===== config.mk =====
export PLATFORM = sky130hd
export DESIGN_NAME = pll_rst_seq
export DESIGN_NICKNAME = d
export VERILOG_FILES = /design/src/rtl/pll_rst_seq.sv
export SDC_FILE = /design/constraint.sdc
export NUM_CORES = 1
export LEC_CHECK = 0
export BUFFER_PORTS_ARGS = -buffer_cell sky130_fd_sc_hd__buf_2
export CORE_ASPECT_RATIO = 0.7
export CORE_MARGIN = 5
export CORE_UTILIZATION = 32
export CTS_CLUSTER_SIZE = 10
export DETAILED_ROUTE_END_ITERATION = 10
export SLEW_MARGIN = 20
export SYNTH_ARGS = -nofsm -noshare
export SYNTH_HDL_FRONTEND = slang
export SYNTH_SLANG_ARGS = --single-unit

===== constraint.sdc =====
create_clock -name clk_i -period 3.1 [get_ports clk_i]
set_clock_uncertainty 0.15 [all_clocks]
set_input_delay 0.62 -clock clk_i [delete_from_list [all_inputs] [get_ports clk_i]]
set_output_delay 0.62 -clock clk_i [all_outputs]
set_load 0.005 [all_outputs]

===== src/rtl/pll_rst_seq.sv =====
// PLL reset sequencer on the free-running reference clock: pulses the PLL reset, retries
// on lock timeout, qualifies lock and releases two staged domain reset requests.
module pll_rst_seq #(
    parameter int unsigned PLL_RST_CYCLES      = 16,
    parameter int unsigned LOCK_TIMEOUT_CYCLES = 50000,
    parameter int unsigned LOCK_STABLE_CYCLES  = 1024,
    parameter int unsigned STAGE_GAP_CYCLES    = 8
) (
    input  logic       clk_i,
    input  logic       rst_i,
    input  logic       pll_lock_i,
    output logic       pll_rst_o,
    output logic       rst_req0_o,
    output logic       rst_req1_o,
    output logic       ready_o,
    output logic [7:0] retry_cnt_o,
    output logic       lock_lost_o,
    output logic [2:0] state_o
);

    localparam int unsigned MAX_AB  = (PLL_RST_CYCLES > LOCK_TIMEOUT_CYCLES) ?
                                      PLL_RST_CYCLES : LOCK_TIMEOUT_CYCLES;
    localparam int unsigned MAX_CD  = (LOCK_STABLE_CYCLES > STAGE_GAP_CYCLES) ?
                                      LOCK_STABLE_CYCLES : STAGE_GAP_CYCLES;
    localparam int unsigned MAX_ALL = (MAX_AB > MAX_CD) ? MAX_AB : MAX_CD;
    localparam int unsigned CW      = $clog2(MAX_ALL) + 1;

    localparam logic [CW-1:0] RST_LAST = CW'(PLL_RST_CYCLES - 1);
    localparam logic [CW-1:0] TMO_LAST = CW'(LOCK_TIMEOUT_CYCLES - 1);
    localparam logic [CW-1:0] STB_LAST = CW'(LOCK_STABLE_CYCLES - 1);
    localparam logic [CW-1:0] GAP_LAST = CW'(STAGE_GAP_CYCLES - 1);

    typedef enum logic [2:0] {
        S_PLLRST = 3'd0,
        S_WAITLK = 3'd1,
        S_STABLE = 3'd2,
        S_REL0   = 3'd3,
        S_RUN    = 3'd4
    } state_t;

    state_t          state_q, state_d;
    logic [CW-1:0]   cnt_q, cnt_d;
    logic            sync_q, lock_s_q;
    logic [7:0]      retry_q, retry_d;
    logic            lost_q, lost_d;
    logic            pll_rst_q, pll_rst_d;
    logic            req0_q, req0_d;
    logic            req1_q, req1_d;
    logic            ready_q, ready_d;

    // pll_lock is asynchronous to clk; only the second flop's output is used.
    always_ff @(posedge clk_i) begin
        if (rst_i) begin
            sync_q   <= 1'b0;
            lock_s_q <= 1'b0;
        end else begin
            sync_q   <= pll_lock_i;
            lock_s_q <= sync_q;
        end
    end

    always_ff @(posedge clk_i) begin
        if (rst_i) begin
            state_q   <= S_PLLRST;
            cnt_q     <= '0;
            retry_q   <= 8'd0;
            lost_q    <= 1'b0;
            pll_rst_q <= 1'b1;
            req0_q    <= 1'b1;
            req1_q    <= 1'b1;
            ready_q   <= 1'b0;
        end else begin
            state_q   <= state_d;
            cnt_q     <= cnt_d;
            retry_q   <= retry_d;
            lost_q    <= lost_d;
            pll_rst_q <= pll_rst_d;
            req0_q    <= req0_d;
            req1_q    <= req1_d;
            ready_q   <= ready_d;
        end
    end

    always_comb begin
        state_d = state_q;
        cnt_d   = cnt_q + CW'(1);
        retry_d = retry_q;
        lost_d  = lost_q;

        case (state_q)
            S_PLLRST: begin
                if (cnt_q == RST_LAST) state_d = S_WAITLK;
            end
            S_WAITLK: begin
                // A lock seen on the timeout cycle wins; no retry is counted then.
                if (lock_s_q) begin
                    state_d = S_STABLE;
                end else if (cnt_q == TMO_LAST) begin
                    state_d = S_PLLRST;
                    if (retry_q != 8'hFF) retry_d = retry_q + 8'd1;
                end
            end
            S_STABLE: begin
                if (!lock_s_q)                state_d = S_WAITLK;
                else if (cnt_q == STB_LAST)   state_d = S_REL0;
            end
            S_REL0: begin
                if (!lock_s_q) begin
                    state_d = S_WAITLK;
                    lost_d  = 1'b1;
                end else if (cnt_q == GAP_LAST) begin
                    state_d = S_RUN;
                end
            end
            S_RUN: begin
                cnt_d = cnt_q;
                if (!lock_s_q) begin
                    state_d = S_WAITLK;
                    lost_d  = 1'b1;
                end
            end
            default: state_d = S_PLLRST;
        endcase

        if (state_d != state_q) cnt_d = '0;

        // Outputs are decoded from the next state so they register alongside it.
        pll_rst_d = (state_d == S_PLLRST);
        req0_d    = !((state_d == S_REL0) || (state_d == S_RUN));
        req1_d    = (state_d != S_RUN);
        ready_d   = (state_d == S_RUN);
    end

    assign pll_rst_o   = pll_rst_q;
    assign rst_req0_o  = req0_q;
    assign rst_req1_o  = req1_q;
    assign ready_o     = ready_q;
    assign retry_cnt_o = retry_q;
    assign lock_lost_o = lost_q;
    assign state_o     = state_q;

endmodule

==> results_dict.tcl, run 1 <==
set metrics [dict create \
    pwr-share-seq_pct 54.9 \
    worst_setup_hold_path_clk_slew_ps 70 \
    numCtsBuffers 5 \
    overflow 0 \
    min_from "sync_q$_SDFF_PP0_" \
    ys_top_cells_by_area "dfxtp_1 40%, xnor2_1 9.1%, a21oi_1 6.9%" \
    cts_setup_buffers 0 \
    hp-class "flip-flop to flip-flop" \
    die_w_um 98.05 \
    drc 0 \
    grt_pass1_wl_um 6451 \
    vias 1437 \
    rsz0062_at_grt "no" \
    placementRows 22 \
    wl_per_cell_um 12.74 \
    critPathArrivalTime_ps 2640 \
    cts.hold.buffers_added 0 \
    synthesis.nets 201 \
    post-route-min-period_ps 2652 \
    dieHeight_um 71.64 \
    critPathCaptureType "flip-flop" \
    via_per_inst 5.007 \
    clk-insertion-delay-late_ps 270 \
    worst_pin_slew_ps 688.6 \
    ff2ff_setup_slack_ps 450 \
    synth-async-reset-ratio_pct 0 \
    required_ps 3080 \
    firstDrtPassIters 4 \
    nNetsFinal 219 \
    switchingPower_mw 0.1735 \
    synth_area_sq_um 1737 \
    max_freq_ghz 0.3771 \
    path_class "flip-flop to flip-flop" \
    cap_violations 0 \
    final.setup.tns_ps 0 \
    crit-reg2reg-capture "cnt_q[2]$_SDFFE_PP0P_" \
    yosys_warnings 0 \
    hold_viol_final 0 \
    startpoint_type "flip-flop" \
    hold_end "lock_s_q$_SDFF_PP0_" \
    power_mw 0.8418 \
    drt_iter0_drc 89 \
    htreeDepth 2 \
    reg2regPathDepth 5 \
    rr_startpoint "cnt_q[10]$_SDFFE_PP0P_" \
    fin_cells 287 \
    ys_seq_area_share_pct 40.35 \
    routed_wl_um 3656 \
    synth.distinct_cells 45 \
    p_leak_nw 0.6659 \
    n_antenna_cell 0 \
    finalSetupViolations 0 \
    hold_ws_ps 293.6 \
    multi_input_area_sq_um 939.7 \
    pwr-share-clk_pct 42.0 \
    synth_flop_cell "dfxtp_1" \
    hpwl_um 2645 \
    syn_inst 196 \
    ant_nets 0 \
    coreArea_sq_um 5258 \
    grt.total_usage_pct 11.18 \
    p_sw_share_pct 20.61 \
    vdd_ir_drop_max_uv 284.2 \
    die_area_sq_um 7024 \
    clock_sinks 35 \
    area_delta_synth_final_pct 14.05 \
    ctsResizeCount 0 \
    grt_max_degree 17 \
    path_max_fanout 15 \
    post-synth-top-area-cell "dfxtp_1" \
    synth-seq-cells 35 \
    power.share.combinational_pct 3.1 \
    avgSynthCellArea_sq_um 8.861 \
    synth_edf_count 0 \
    slew_viol_final 0 \
    dp.cells 279 \
    fin_util_pct 37.67 \
    port_buffers 18 \
    min_path_cells 1 \
    cts_root_buffer "clkbuf_8" \
    synth_top_area_share_pct 40.35 \
    power_density_nw_per_um2 425.0 \
    seqCellArea_sq_um 700.7 \
    outcome "complete, no violations" \
    antenna_found_initial 0 \
    layout-drive-gt1-share_pct 16.28 \
    period_share_pct 85.54 \
    grt_pass1_vias 1332 \
    slew_headroom_pct 53.98 \
    fill_cells 529 \
    cts_buffer_depth 2 \
    intPower_mw 0.6684 \
    gp_congestion 0.7707 \
    cts_tree "done" \
    ios 19 \
    start_util_pct 33.03 \
]
[per-layer routing]
layer | up-vias | share of wire (%) | GRT usage (%) | wire (um)
li1 | 739 | - | - | -
met1 | 667 | 56 | 17.28 | 2032
met2 | 29 | 38 | 14.63 | 1386
met3 | 2 | 5.7 | 3.599 | 209
met4 | 0 | 0.74 | 2.611 | 27
met5 | - | 0 | 0 | 0
[final cells by class]
cell class | count | area share (%)
multi-input combinational | 141 | 47.44
clock buffer | 8 | 5.054
tap | 72 | 4.548
inverter | 10 | 1.895
timing repair buffer | 21 | 5.685
sequential | 35 | 35.38
[worst max-delay path, cell delays in order (launching register included)]
cell and delay, ps:
dfxtp_1 360, nor4_1 450, nand4_1 330, a211o_1 420
o311ai_4 660, a21oi_1 140
[worst max path at each step]
stage,startpoint,end,slack (ps),cells after the start
2_1_floorplan,cnt_q[0]$_SDFFE_PP0P_,cnt_q[10]$_SDFFE_PP0P_,790,9
3_3_place_gp,cnt_q[10]$_SDFFE_PP0P_,cnt_q[5]$_SDFFE_PP0P_,480,5
3_5_place_dp,cnt_q[10]$_SDFFE_PP0P_,cnt_q[0]$_SDFFE_PP0P_,430,5
4_1_cts,cnt_q[10]$_SDFFE_PP0P_,cnt_q[0]$_SDFFE_PP0P_,420,5
5_1_grt,cnt_q[10]$_SDFFE_PP0P_,cnt_q[10]$_SDFFE_PP0P_,150,5
6_report,cnt_q[10]$_SDFFE_PP0P_,cnt_q[2]$_SDFFE_PP0P_,450,5
[Yosys cell counts (3+ instances only)]
cell and count:
a21oi_1 24, and4_1 3, clkbuf_1 5, dfxtp_1 35, inv_1 10, nand2_1 5
nand3_1 11, nand4_1 8, nor2_1 17, nor3_1 8, nor4_1 8, xnor2_1 18
xor2_1 3
[logic make-up after synthesis]
family / synth area share (%)
simple gates: 26.51
xor+xnor: 10.59
buf+inv: 5.547
compound gates: 13.83
fa+ha+maj: 2.017
flops: 40.35
mux: 1.153
[stage by stage]
stage | setup WS (ps) | area [sq um]
after floorplan | 786.1 | 1737
after global placement | 483.7 | 1881
after detailed placement | 425.8 | 1881
after CTS | 419.3 | 1981
after global routing | 149.2 | 1981
final | 448.4 | 1981
[cells in the final DEF (no fill, tap or decap), types with 3 or more instances in the layout]
| master | instances |
|---|---|
| nor3_1 | 8 |
| buf_2 | 18 |
| inv_1 | 10 |
| and4_1 | 3 |
| nand4_1 | 8 |
| nand2_1 | 5 |
| clkbuf_8 | 7 |
| a21oi_1 | 24 |
| nor2_1 | 17 |
| nor4_1 | 8 |
| xnor2_1 | 18 |
| buf_4 | 3 |
| xor2_1 | 3 |
| dfxtp_1 | 35 |
| nand3_1 | 11 |
[flip-flops by register name (all words and copies together) (netlist names)]
| name | cells |
|---|---|
| state_o | 3 |
| ready_o | 1 |
| lock_lost_o | 1 |
| pll_rst_o | 1 |
| sync_q | 1 |
| rst_req0_o | 1 |
| retry_cnt_o | 8 |
| rst_req1_o | 1 |
| cnt_q | 17 |
| lock_s_q | 1 |
[power by group through the flow]
stage / registers, mW / clock network [mW] / logic (mW)
2_1_floorplan: 0.470 / 0 / 0.0204
3_3_place_gp: 0.472 / 0 / 0.0254
3_5_place_dp: 0.472 / 0 / 0.0263
4_1_cts: 0.462 / 0.365 / 0.0264
5_1_grt: 0.462 / 0.389 / 0.0298
6_report: 0.462 / 0.354 / 0.0261
(Power assumes the default switching activity.)
==> run 2: changes to the inputs <==
CORE_MARGIN = 2   (was 5)
==> run 2 against run 1 <==
Clock-buffer cell count unchanged. Die area decreased by 14%. Hold slack got worse by 7.6 ps. Fmax fell by 5.3%. Critical path depth did not move. Critical endpoint is now cnt_q[3]$_SDFFE_PP0P_.
==> results_dict.tcl, run 2 (synthesis results as in run 1) <==
set metrics [dict create \
    area_delta_synth_final_pct 14.05 \
    final_common_cell "dfxtp_1" \
    hold_end "lock_s_q$_SDFF_PP0_" \
    overflow 0 \
    crit-reg2reg-capture "cnt_q[3]$_SDFFE_PP0P_" \
    antenna_found_initial 0 \
    via_per_inst 4.969 \
    worst_setup_hold_path_clk_slew_ps 70 \
    firstDrtPassIters 4 \
    critPathCaptureType "flip-flop" \
    worst_pin_slew_ps 678.1 \
    min_from "sync_q$_SDFF_PP0_" \
    die_area_sq_um 6042 \
    cts_setup_buffers 0 \
    coreArea_sq_um 5230 \
    grt_max_degree 16 \
    hold_viol_final 0 \
    finalSetupViolations 0 \
    p_leak_nw 0.6653 \
    cts_tree "done" \
    ant_nets 0 \
    clock_sinks 35 \
    placementRows 22 \
    cts_root_buffer "clkbuf_8" \
    grt_pass1_vias 1258 \
    cts_buffer_depth 2 \
    fill_cells 544 \
    period_share_pct 90.29 \
    power_density_nw_per_um2 425.9 \
    start_util_pct 33.21 \
    outcome "complete, no violations" \
    hp-class "flip-flop to flip-flop" \
    n_antenna_cell 0 \
    required_ps 3090 \
    ctsResizeCount 0 \
    path_max_fanout 15 \
    dieHeight_um 65.64 \
    rr_startpoint "cnt_q[10]$_SDFFE_PP0P_" \
    final.setup.tns_ps 0 \
    grt.total_usage_pct 12.89 \
    nNetsFinal 219 \
    vias 1426 \
    path_class "flip-flop to flip-flop" \
    fin_util_pct 37.87 \
    final_cell_mix "35 x dfxtp_1, 24 x a21oi_1, 18 x xnor2_1, 18 x buf_2, 17 x nor2_1" \
    ff2ff_setup_slack_ps 300 \
    drt_iter0_drc 115 \
    clk-insertion-delay-late_ps 280 \
    slew_viol_final 0 \
    routed_wl_um 3641 \
    wl_per_cell_um 12.69 \
    crit_start "cnt_q[10]$_SDFFE_PP0P_" \
    reg2regPathDepth 5 \
    largest_register "cnt_q" \
    rsz0062_at_grt "no" \
    post-route-min-period_ps 2799 \
    layout-drive-gt1-share_pct 16.28 \
    largest_reg_flops 17 \
    gp_congestion 0.7899 \
    hpwl_um 2624 \
    cts.hold.buffers_added 0 \
    drc 0 \
    slew_headroom_pct 54.68 \
    max_freq_ghz 0.3573 \
    htreeDepth 2 \
    critPathArrivalTime_ps 2790 \
    power_mw 0.8435 \
    ios 19 \
    die_w_um 92.05 \
    vdd_ir_drop_max_uv 293.0 \
    numCtsBuffers 5 \
    min_path_cells 1 \
    cap_violations 0 \
    startpoint_type "flip-flop" \
    grt_pass1_wl_um 6051 \
    port_buffers 18 \
]
==> run 2: cell counts in the layout (fill, tap and decap cells not counted) <==
No cell type changed its count.
==> run 2: area by class of cell <==
| type | instances | area (sq um) | area share (%) |
|---|---|---|---|
| well taps | 72 | 90.09 | 4.548 |
| clock buffers | 8 | 100.1 | 5.054 |
| multi-input cells | 141 | 939.7 | 47.44 |
| flip-flops and latches | 35 | 700.7 | 35.38 |
| repair buffers | 21 | 112.6 | 5.685 |
| inverters | 10 | 37.54 | 1.895 |
==> run 2: layer usage <==
layer / routed length [um] / up-vias / global-route usage, % / part of all wire (%)
met5: 0 / - / 0 / 0
met3: 206 / 5 / 3.784 / 5.7
met2: 1333 / 29 / 16.08 / 37
met1: 2062 / 654 / 20.15 / 57
met4: 40 / 0 / 4.478 / 1.1
li1: - / 738 / - / -
==> run 2: per-stage QoR <==
step	setup slack (ps)	cell area (sq um)	hold slack, ps	instances
floorplan	786.1	1737	263.8	196
global placement	449.6	1881	272.7	279
detailed placement	373.7	1881	270.4	279
CTS	356.4	1981	286.2	287
global route	1.313	1981	298.9	287
finish	300.9	1981	285.9	287
==> run 2: worst max-delay path by stage <==
stage	to	slack, ps	cells past startpoint
global route	cnt_q[3]$_SDFFE_PP0P_	1	5
global placement	cnt_q[4]$_SDFFE_PP0P_	450	5
CTS	cnt_q[3]$_SDFFE_PP0P_	360	5
detailed placement	cnt_q[3]$_SDFFE_PP0P_	370	5
floorplan	cnt_q[10]$_SDFFE_PP0P_	790	9
finish	cnt_q[3]$_SDFFE_PP0P_	300	5
==> run 2: critical path: stages (launching register included) <==
cell and delay, ps:
dfxtp_1 360, nor4_1 540, nand4_1 370, a211o_1 420
o311ai_4 650, a21oi_1 160
==> run 2: report_power, final <==
part / leakage (nW) / switching [mW] / total (mW) / internal, mW
sequential: 0.283 / 0.00599 / 0.462 / 0.456
clock: 0.0515 / 0.152 / 0.355 / 0.203
combinational: 0.331 / 0.0163 / 0.0270 / 0.0107
total: 0.665 / 0.174 / 0.844 / 0.669
